**src/rtl/lfsr_pkg.sv**
```systemverilog
// Shared types and default constants for the LFSR challenge generator.
package lfsr_pkg;

   typedef enum logic [1:0] {
      IDLE = 2'd0,
      RUN  = 2'd1,
      FIN  = 2'd2
   } fsm_e;

   localparam logic [3:0]  TAPS_4  = 4'b1001;
   localparam logic [7:0]  TAPS_8  = 8'hB8;
   localparam logic [15:0] TAPS_16 = 16'hB400;
   localparam logic [31:0] TAPS_32 = 32'h8020_0003;

   localparam logic [31:0] SEED_DEFAULT = 32'h0000_0001;

endpackage

```
**src/rtl/lfsr_core.sv**
```systemverilog
// Fibonacci LFSR register with seed load and all-zero seed rejection.
module lfsr_core
   import lfsr_pkg::*;
#(
   parameter int         N    = 32,
   parameter logic [N-1:0] TAPS = TAPS_32,
   parameter logic [N-1:0] SEED = SEED_DEFAULT
) (
   input  logic         clk,
   input  logic         rst,
   input  logic         load,
   input  logic [N-1:0] load_val,
   input  logic         step,
   output logic [N-1:0] state,
   output logic         lockup_err
);

   logic         fb;
   logic [N-1:0] next_state;

   assign fb         = ^(state & TAPS);
   assign next_state = {state[N-2:0], fb};

   // A zero seed would lock the register forever, so fall back to SEED.
   always_ff @(posedge clk) begin
      if (rst) begin
         state      <= SEED;
         lockup_err <= 1'b0;
      end else begin
         lockup_err <= 1'b0;
         if (load) begin
            if (load_val == '0) begin
               state      <= SEED;
               lockup_err <= 1'b1;
            end else begin
               state <= load_val;
            end
         end else if (step) begin
            state <= next_state;
         end
      end
   end

endmodule

```
**src/rtl/lfsr_challenge_gen.sv**
```systemverilog
// Burst controller issuing LFSR challenges over a valid/ready handshake.
module lfsr_challenge_gen
   import lfsr_pkg::*;
#(
   parameter int           N     = 32,
   parameter logic [N-1:0] TAPS  = TAPS_32,
   parameter logic [N-1:0] SEED  = SEED_DEFAULT,
   parameter int           CNT_W = 16
) (
   input  logic             clk,
   input  logic             rst,
   input  logic             seed_load,
   input  logic [N-1:0]     seed_in,
   input  logic             start,
   input  logic [CNT_W-1:0] num_chal,
   output logic             chal_valid,
   input  logic             chal_ready,
   output logic [N-1:0]     chal,
   output logic [CNT_W-1:0] chal_idx,
   output logic             busy,
   output logic             done,
   output logic             lockup_err
);

   fsm_e             fsm;
   logic [CNT_W-1:0] num_q;
   logic             load;
   logic             step;
   logic             last;

   assign load = (fsm == IDLE) && seed_load;
   assign step = (fsm == RUN) && chal_valid && chal_ready;
   assign last = (chal_idx == num_q - CNT_W'(1));

   lfsr_core #(
      .N    (N),
      .TAPS (TAPS),
      .SEED (SEED)
   ) u_core (
      .clk        (clk),
      .rst        (rst),
      .load       (load),
      .load_val   (seed_in),
      .step       (step),
      .state      (chal),
      .lockup_err (lockup_err)
   );

   always_ff @(posedge clk) begin
      if (rst) begin
         fsm        <= IDLE;
         num_q      <= '0;
         chal_idx   <= '0;
         chal_valid <= 1'b0;
         busy       <= 1'b0;
         done       <= 1'b0;
      end else begin
         done <= 1'b0;
         unique case (fsm)
            IDLE: begin
               // seed_load has priority; start is dropped that cycle.
               if (!seed_load && start) begin
                  if (num_chal != '0) begin
                     num_q      <= num_chal;
                     chal_idx   <= '0;
                     chal_valid <= 1'b1;
                     busy       <= 1'b1;
                     fsm        <= RUN;
                  end else begin
                     fsm <= FIN;
                  end
               end
            end
            RUN: begin
               if (step) begin
                  chal_idx <= chal_idx + CNT_W'(1);
                  if (last) begin
                     chal_valid <= 1'b0;
                     busy       <= 1'b0;
                     fsm        <= FIN;
                  end
               end
            end
            FIN: begin
               done <= 1'b1;
               fsm  <= IDLE;
            end
            default: fsm <= IDLE;
         endcase
      end
   end

endmodule

```
**config.mk**
```make
export PLATFORM = sky130hd
export DESIGN_NAME = lfsr_challenge_gen
export DESIGN_NICKNAME = d
export VERILOG_FILES = /design/src/rtl/lfsr_pkg.sv /design/src/rtl/lfsr_core.sv /design/src/rtl/lfsr_challenge_gen.sv
export SDC_FILE = /design/constraint.sdc
export NUM_CORES = 1
export LEC_CHECK = 0
export CAP_MARGIN = 25
export CORE_AREA = 2 2 78 117
export DETAILED_ROUTE_END_ITERATION = 7
export DIE_AREA = 0 0 80 119
export GPL_ROUTABILITY_DRIVEN = 0
export HOLD_SLACK_MARGIN = 0.12
export PLACE_DENSITY = 0.76
export SLEW_MARGIN = 10
export SYNTH_ARGS = -nofsm -noshare
export SYNTH_HDL_FRONTEND = slang
export SYNTH_SLANG_ARGS = --single-unit
```
**constraint.sdc**
```tcl
create_clock -name clk -period 2.1 [get_ports clk]
set_input_delay 0.42 -clock clk [delete_from_list [all_inputs] [get_ports clk]]
set_output_delay 0.42 -clock clk [all_outputs]
set_load 0.03 [all_outputs]
```
Word level (Yosys, flattened, before mapping)

Cells that the tools add are included.

Input bits: 53
Memory bits (read-only): 0
Bits in registers: 69
RAM bits: 0
Output and inout port bits: 52
Memories kept: 0
Bits in latches: 0

Equal/unequal tests: 7
Bitwise operators: 1
Mux-type cells: 19
Multiply operators: 0
Add/subtract/negate cells: 2
Div/mod/pow operators: 0
Order comparisons: 0
Reductions and logical operators: 16
Shifts and indexed selects: 0

Operator list:

| operator                                               | count |
|---|---|
| two-way mux 32 bit                                     | 3 |
| two-way mux 16 bit                                     | 3 |
| logical NOT 32 bit                                     | 1 |
| one-hot mux 16 bit (2 select lines)                    | 1 |
| parity 32 bit                                          | 1 |
| adder 16 x 1 -> 16 bit (second input constant)         | 1 |
| == test 16 bit                                         | 1 |
| nonzero test 16 bit                                    | 1 |
| subtractor 16 x 1 -> 16 bit (second input constant)    | 1 |
| two-way mux 2 bit                                      | 4 |
| two-way mux 1 bit                                      | 6 |
| AND reduction 3 bit                                    | 2 |
| AND reduction 5 bit                                    | 1 |
| logical AND 1 bit                                      | 4 |
| inequality test 2 x 1 -> 1 bit (second input constant) | 2 |
| inequality test 2 bit (second input constant)          | 2 |
| one-hot mux 2 bit (2 select lines)                     | 1 |
| AND reduction 4 bit                                    | 1 |
| nonzero test 2 bit                                     | 2 |
| == test 2 x 1 -> 1 bit (second input constant)         | 1 |
| == test 2 bit (second input constant)                  | 1 |
| logical NOT 2 bit                                      | 1 |
| one-hot mux 1 bit (2 select lines)                     | 1 |
| OR reduction 2 bit                                     | 1 |
| other kinds (2)                                        | 2 |

Longest topological paths before layout

Gate-level depths: netlist (run 1).

Depth in word-level cells: 5
Mapped depth: 9

Modules after synthesis

From an unflattened synthesis (run 1), not the netlist that was laid out.

Cells, all modules: 431
Area, all modules: 3,642.2 um^2

By module, submodules not included:

| module             | cells each | instances | area each (um^2) |
|---|---|---|---|
| lfsr_challenge_gen | 242        | 1         | 2,083.2 |
| lfsr_core          | 189        | 1         | 1,559.0 |

Worst setup path after synthesis (run 1)

Ideal clock, no wire load.

Path type: register -> register
From: register num_q[0]
To: register fsm[1]
Clock period less this slack: 2.025 ns
Setup time: 0.103 ns
Cell stages (with the launch flop): 9
Arrival: 1.922 ns
Path buffers: 0
Setup slack: 0.075 ns
Path through: dfxtp_1 inv_1 ha_1 nor3b_4 a32o_1 o2111ai_1 nor4_2 a311oi_1 a2111oi_2

Word-level cells in the longest chain between the ends: 4

RTL lines:

| item                                   | RTL line                 | text |
|---|---|---|
| start, declared                        | lfsr_challenge_gen.sv:26 | `logic [CNT_W-1:0] num_q;` |
| start signal, assigned                 | lfsr_challenge_gen.sv:64 | `num_q <= num_chal;` |
| subtractor 16 x 1 -> 16 bit            | lfsr_challenge_gen.sv:33 | `assign last = (chal_idx == num_q - CNT_W'(1));` |
| == test 16 bit                         | lfsr_challenge_gen.sv:33 |  |
| inequality test 2 bit (no source line) | --                       |  |
| AND reduction 3 bit (no source line)   | --                       |  |
| end signal, assigned                   | lfsr_challenge_gen.sv:51 | `fsm <= IDLE;` |
| end signal, assigned                   | lfsr_challenge_gen.sv:68 | `fsm <= RUN;` |
| end signal, assigned                   | lfsr_challenge_gen.sv:70 | `fsm <= FIN;` |
| end, declared                          | lfsr_challenge_gen.sv:25 | `fsm_e fsm;` |

Every way passes these cells.
A chain may end at the register's enable or synchronous reset.

Worst setup path after layout (run 1)

Ends and elaborated chain as after synthesis.

==> results summary, run 1 <==
The initial core utilization is 0.417. The async set or reset register ratio after synthesis is 0. The power per standard cell area came out at 667 nW/um^2. The net count reported at finish came out at 630. Data arrives at the worst endpoint at 2300 ps. The time the final worst path needs with I/O delays and setup came out at 2080 ps. Using the TritonRoute via totals, the vias-per-cell ratio works out to 5.54. Synthesis instantiated 49 different standard cells from the library. The cell sitting at the root of the clock tree is a clkbuf_16. In the final timing run, aggregate negative setup slack is 0 ps. The number of nets in the synthesized netlist is 488. The post-route standard cell area excluding fillers is 5510 sq um. dfxtp_1 takes more of the synthesized area than any other cell. The tool flagged a number of max-cap violations equal to 0. The first detailed-routing pass took 5 iterations. The clock sink count came out at 69. The via count of the first global-routing pass is 3,768. The min-delay analysis places its worst path in the category in2reg. The floorplan step defined a die boundary enclosing 9520 sq um. The max-slew violation count is 0. The met2 wire length came out at 5.90 mm.

The number of synthesized flops with an enable pin is 0. For this run, the register share of the synthesized area comes to 0.385. Of all nets on the critical path, the largest fanout is 3. The detailed router put a total of 4.22 mm of wire on met1. The cell area after placement came out at 5050 sq um. The die height is 119 microns. In this run the tool buffered the top-level ports with 104 buffer cells. The via count came out at 3,820. Dividing the detail-routed wire length by the instance count gives 16.2 microns.

Static timing analysis puts the maximum clock frequency at 0.480 GHz. In the synthesized netlist, the cells that appear most often are nand2_1 (73), dfxtp_1 (69), nor2_1 (67). The worst pin sits at a relative slew slack of 0.622. The adder-cell area share of the yosys netlist came out at 0.00697. For this run, design rule violations remaining after detail routing come to 0. The area of the mapped netlist came out at 3590 sq um. The measured slew at the worst slew-check pin is 568 ps. STA puts the critical path data required time at 2310 ps. The critical path startpoint category is a register.

The most instantiated flip-flop cell in the synthesis netlist is dfxtp_1. The area fraction in compound gates after synthesis came out at 0.148. Across the routed clock network, the largest skew measured is 5.15 ps.

The most common cell in the synthesized netlist is nand2_1. The number of antenna violations at the first check in global routing is 0. The post-synthesis area per instance came out at 8.30 sq um.

The type of element capturing the critical path is a register. The Yosys step of the flow raised 0 warnings. Of the total synthesized cell area, the portion taken by XOR and XNOR cells is 0.0846. The floorplan has 42 rows. The total congestion overflow after global routing came out at 0. The maximum buffer depth of the clock tree is 2.

The multiplexer share of the synthesized area is 0.0474. Of the available clock period, the critical path in the final layout requires 0.993. The area growth from synthesis to layout is 53.3%.

The count of mapped cells out of synthesis came out at 433. The count of nets left with antenna violations once routing finished came out at 0. The routed length on met3 came out at 773 microns. The area of the core region is 8620 sq um. The TritonCTS clock tree is built. By area the synthesized netlist is led by dfxtp_1 (38%), a311oi_1 (8.0%), nand2_1 (7.6%). The clock slew seen by the registers of the worst setup and hold paths came out at 50 ps. The proportion of netlist area held by the largest area contributor is 0.385.

The analysis attributes to cell leakage a power of 2.04 nW. The first global-routing pass estimated 17.8 mm of wire. Entering global routing, the biggest net connects 27 pins. The HPWL after detailed placement is 8.24 mm. For this block, the initial DRC count from the detailed router was 190. Setup repair after global routing could not meet its margin everywhere. The H-tree depth is 3.

The worst setup path is of the reg2reg kind. The flop-to-flop setup slack came out at 20 ps. The number of register bits inferred by synthesis came out at 69.

The wire length after detailed routing came out at 11.1 mm. The highest layer touched by signal routing is met4. The area fraction in and, or, nand and nor cells after synthesis is 0.278. The global-route usage over all layers came out at 0.235.

The run finished with clean final reports. The boundary pin count is 105. The insertion delay of the later-clocked pin in the worst-skew pair is 330 ps. The number of CTS-inserted buffers is 9. After synthesis, the largest family of logic cells by area is simple AND/OR/NAND/NOR gates. The antenna diode count is 0. From left edge to right edge, the die measures 80 microns.

The proportion of layout cells with a drive suffix above 1 is 0.178. The highest ir drop seen on vdd is 0.413 mV. The count of endpoints failing hold in the final timing report is 0. The number of setup violations in the final report came out at 0.
-- cells in the final DEF (no fill, tap or decap), types with 4 or more instances in the layout --
cell type,Yosys,routed
clkbuf_16,0,9
nand4_1,7,7
xnor2_1,25,25
inv_1,12,10
nor4_4,2,5
o21ai_0,4,4
a21oi_1,12,12
nand2_1,73,72
nor3_2,1,4
dfxtp_1,69,67
or3_1,5,5
buf_4,1,49
mux2i_1,17,17
nor2_1,67,67
clkdlybuf4s50_1,0,96
nor4_1,14,10
nor3_1,9,6
xor2_1,7,6
dlymetal6s2s_1,0,7
nand3_1,7,7
a311oi_1,33,32
-- final cells by class --
class	instances	area, sq um
multi-input combinational	324	2170
sequential	69	1390
fill	715	3110
inverter	13	51.3
clock inverter	2	10.0
tap	110	138
clock buffer	13	250
timing repair buffer	158	1500
-- per-stage QoR --
stage / util / hold slack (ps) / instances / power [mW] / setup WS [ps]
after floorplan: - / 482 / 433 / 1.94 / 74.8
after global placement: 0.586 / 479 / 670 / 2.29 / -473
after detailed placement: 0.586 / 490 / 670 / 2.30 / -523
after CTS: 0.625 / 497 / 687 / 3.67 / 2.60
after global routing: 0.639 / 460 / 689 / 3.82 / -106
final: 0.639 / 446 / 689 / 3.67 / 15.3
-- path summary, 6_finish.rpt --
check	start	end	cells past startpoint
worst max-delay path	num_q[0]$_SDFFE_PP0P_	fsm[1]$_SDFFE_PP0P_	9
worst min-delay path	num_chal[11]	num_q[11]$_SDFFE_PP0P_	3
worst max register to register	num_q[0]$_SDFFE_PP0P_	fsm[1]$_SDFFE_PP0P_	9
worst min register to register	u_core.state[8]$_SDFFE_PP0P_	u_core.state[9]$_SDFFE_PP0P_	2
-- per-layer routing --
layer	vias to the layer above	track usage
met5	-	0
met3	16	0.0583
met1	1812	0.262
li1	1814	-
met2	178	0.417
met4	0	0.0985
-- logic make-up after synthesis --
kind of cell	Yosys count
and+or+nand+nor	207
DFF	69
AOI/OAI and AO/OA	65
buffers and inverters	40
xor gates and xnor gates	33
muxes	17
adders and majority gates	2
-- flip-flops by register name, summed over array words and instances, names as in the netlist --
name,cells
busy,1
chal_idx,16
done,1
fsm,2
num_q,16
u_core.lockup_err,1
u_core.state,32
-- report_power, final --
group | switching, mW | internal, mW | total, mW
clock network | 0.527 | 0.821 | 1.35
logic | 0.433 | 0.425 | 0.858
registers | 0.0787 | 1.39 | 1.47
-- what timing repair did --
item / 4_1_cts / 5_1_grt
pin swaps: 6 / 9
hold buffers: 0 / 0
setup endpoints to repair: 16 / 14
setup buffers: 3 / 2
resized for setup: 14 / 24
-- critical path: stages, from the launching register on --
cell and delay [ps]:
dfxtp_4 370, inv_4 40, ha_4 150, buf_6 110, xor2_2 130, xnor2_1 200, a32oi_2 170, nor4_4 360
a311oi_2 190, a2111oi_2 260
Power figures use the tool's default switching activity.
==> inputs of run 2 (changes only) <==
--- a/config.mk
+++ b/config.mk
@@ -5,7 +5,6 @@
 export SDC_FILE = /design/constraint.sdc
 export NUM_CORES = 1
 export LEC_CHECK = 0
-export CAP_MARGIN = 25
 export CORE_AREA = 2 2 78 117
 export DETAILED_ROUTE_END_ITERATION = 7
 export DIE_AREA = 0 0 80 119
==> constraint.sdc (replaced) <==
create_clock -name clk -period 2.1 [get_ports clk]
set_input_delay 0.63 -clock clk [delete_from_list [all_inputs] [get_ports clk]]
set_output_delay 0.63 -clock clk [all_outputs]
set_load 0.03 [all_outputs]
==> results summary, run 2 (synthesis gave the netlist of run 1 again) <==
The count of endpoints failing hold in the final timing report is 0 (unchanged). The die height came out at 119 microns (unchanged). The critical path goes through clkdlybuf4s50_1. The number of vias per cell was 5.66 (+2.2%). The net count reported at finish came out at 626 (-0.63%). The total congestion overflow after global routing came out at 0 (unchanged). The clock slew seen by the registers of the worst setup and hold paths is 50 ps (about the same). The number of setup violations in the final report came out at 0 (unchanged). The number of cells on the worst hold path came out at 2 (-1).

The proportion of layout cells with a drive suffix above 1 is 0.181 (+0.00298). The run finished with clean final reports. The count of buffer and inverter cells on the critical path came out at 1 (-1). The wire length after detailed routing came to 11.6 mm (+4.1%). The final cycle utilization of the critical path is 0.985 (-0.00738). The path with the worst hold slack has its endpoint at u_core.state[6]$_SDFFE_PP0P_.

The critical path startpoint category is a register. The insertion delay of the later-clocked pin in the worst-skew pair came out at 330 ps (about the same). The detail-routed net length per standard cell was 16.9 microns (+4.8%). The cell class contributing the biggest share of worst-path delay is buffers and inverters.

The normalized max-slew margin came out at 0.743 (+0.122). The combinational cell fraction of total power came out at 0.236 (+0.002). The via count of the first global-routing pass came out at 3,825 (+1.5%). The power per standard cell area is 682 nW/um^2 (+2.2%). The flop-to-flop setup slack came out at 60 ps (+40 ps).

In this run the clock root is driven by a clkbuf_16. Counting flops per register, the top entry is u_core.state. The reported max-cap violation count came out at 0 (unchanged). The biggest cell delay along the critical path is 700 ps (+330 ps).

The antenna diode count is 0 (unchanged). The boundary pin count came out at 105 (unchanged). Leaving out fill and tap cells, the most frequent cell in the layout is nand2_1. The max-slew violation count is 0 (unchanged). The net switching power came out at 1.07 mW (+3.2%).

The post-route antenna net violation count came out at 0 (unchanged). The detailed-route DRC error count came out at 0 (unchanged). The post-route core utilization came out at 0.645 (+0.00552).

The H-tree depth was 3 (unchanged). The endpoint identified for the worst register-to-register timing path is fsm[1]$_SDFFE_PP0P_. The cell count after placement is 666 (-0.60%). The highest ir drop seen on vdd is 0.444 mV (+7.5%).

The clock sink count was 69 (unchanged). The sequential share of power came out at 0.389 (-0.010). The initial core utilization is 0.417 (unchanged). The die area came out at 9520 sq um (unchanged).

The TritonCTS clock tree is built. The global-route usage over all layers is 0.244 (+0.00904). The width of the die is 80 microns (unchanged). The largest net degree at the start of global routing is 36 (+33%). The largest registers in the layout are u_core.state x32, chal_idx x16, num_q x16.

The leakage power came out at 2.15 nW (+5.6%). The wire length of the first global-routing pass came to 18.3 mm (+2.9%). The placed wire-length estimate after detailed placement is 8.22 mm (-0.22%). The number of CTS-inserted buffers came out at 9 (unchanged). For this design, the slowest cell found on the critical path is clkdlybuf4s50_1. The total power after layout is 3.79 mW (+3.1%).

The maximum fanout along the worst path is 4 (+1). The top cell types in the final layout, fill and taps aside, are nand2_1 (72), nor2_1 (67), dfxtp_1 (67). The maximum buffer depth of the clock tree is 2 (unchanged).

The number of flip-flops under the largest register name is 32 (unchanged). The number of buffers inserted by port buffering came out at 104 (unchanged). The data arrival time of the worst path is 1440 ps (-860 ps). The switching portion of total power is 0.283 (about the same). The category of the most critical setup path is reg2out. The critical path required time is 1470 ps (-840 ps). The standard-cell row count is 42 (unchanged). The time the final worst path needs with I/O delays and setup came to 2070 ps (-15.5 ps). The measured slew at the worst slew-check pin is 385 ps (-183 ps). The first-pass iteration count of the detailed router is 4 (-1). The final standard cell count with taps included and fillers excluded came out at 685 (-0.58%). The total internal power came out at 2.71 mW (+3.1%). The number of antenna violations at the first check in global routing came out at 0 (unchanged). The worst hold path begins at u_core.state[5]$_SDFFE_PP0P_. The worst hold path belongs to the class reg2reg. The via count came out at 3,880 (+1.6%). The synthesis-to-layout area growth is 54.7%. The fmax is 0.483 GHz (+0.75%). STA classifies the critical path endpoint as an output pin. The DRC violation total after the first TritonRoute iteration is 185 (-2.6%). The clock power share is 0.375 (+0.008). The startpoint of the lowest-slack register-to-register path is num_q[0]$_SDFFE_PP0P_. The area of the core region came out at 8620 sq um (unchanged). The worst reg-to-reg path cell count came out at 9 (unchanged). The final clock skew is 5.73 ps (+0.581 ps).
run 2: cell types whose count changed in the layout (fill, tap and decap cells not counted), sizes merged:
cell	change
dlymetal6s2s	+3
buf	-4
clkbuf	+3
clkdlybuf4s50	-30
dlygate4sd2	+23
clkinv	-1
clkdlybuf4s15	+2
run 2: timing repair:
item / CTS / global route
setup buffers: 3 / 1
resized for setup: 49 / 27
setup endpoints to repair: 49 / 23
pin swaps: 14 / 13
cloned: 1 / 0
hold buffers: 0 / 0
run 2: worst max-delay path by stage:
stage | from | to | cells past startpoint
floorplan | num_chal[8] | chal_idx[2]$_SDFFE_PP0P_ | 8
global placement | start | num_q[1]$_SDFFE_PP0P_ | 8
finish | u_core.state[1]$_SDFFE_PP0P_ | chal[1] | 1
global route | num_q[0]$_SDFFE_PP0P_ | fsm[1]$_SDFFE_PP0P_ | 9
detailed placement | start | num_q[5]$_SDFFE_PP0P_ | 8
CTS | num_chal[4] | chal_idx[9]$_SDFFE_PP0P_ | 8
run 2: area by class of cell:
| type | count | area (sq um) |
|---|---|---|
| Tap cell | 110 | 138 |
| Sequential cell | 69 | 1390 |
| Multi-Input combinational cell | 324 | 2200 |
| Timing Repair Buffer | 154 | 1500 |
| Inverter | 13 | 48.8 |
| Fill cell | 752 | 3060 |
| Clock inverter | 1 | 5.00 |
| Clock buffer | 14 | 274 |
run 2: per-stage QoR:
| stage | setup TNS, ps | cell area, sq um | setup slack (ps) | hold slack (ps) |
|---|---|---|---|---|
| 4_1_cts | 0 | 5480 | 5.76 | 497 |
| 6_report | 0 | 5560 | 30.8 | 495 |
| 3_5_place_dp | -17600 | 5090 | -548 | 489 |
| 5_1_grt | -36.3 | 5560 | -36.3 | 519 |
| 3_3_place_gp | -15120 | 5090 | -493 | 477 |
| 2_1_floorplan | 0 | 3640 | 1.09 | 482 |
run 2: power by group through the flow:
stage / clock network, mW / registers (mW) / logic [mW]
floorplan: 0 / 1.59 / 0.352
global placement: 0 / 1.49 / 0.809
detailed placement: 0 / 1.49 / 0.827
CTS: 1.44 / 1.47 / 0.859
global route: 1.50 / 1.48 / 0.951
finish: 1.42 / 1.47 / 0.894
run 2: metal layers:
| metal | GRT usage | share of wire |
|---|---|---|
| met5 | 0 | 0 |
| met4 | 0.112 | 0.039 |
| met3 | 0.0591 | 0.066 |
| met2 | 0.446 | 0.53 |
| met1 | 0.256 | 0.37 |
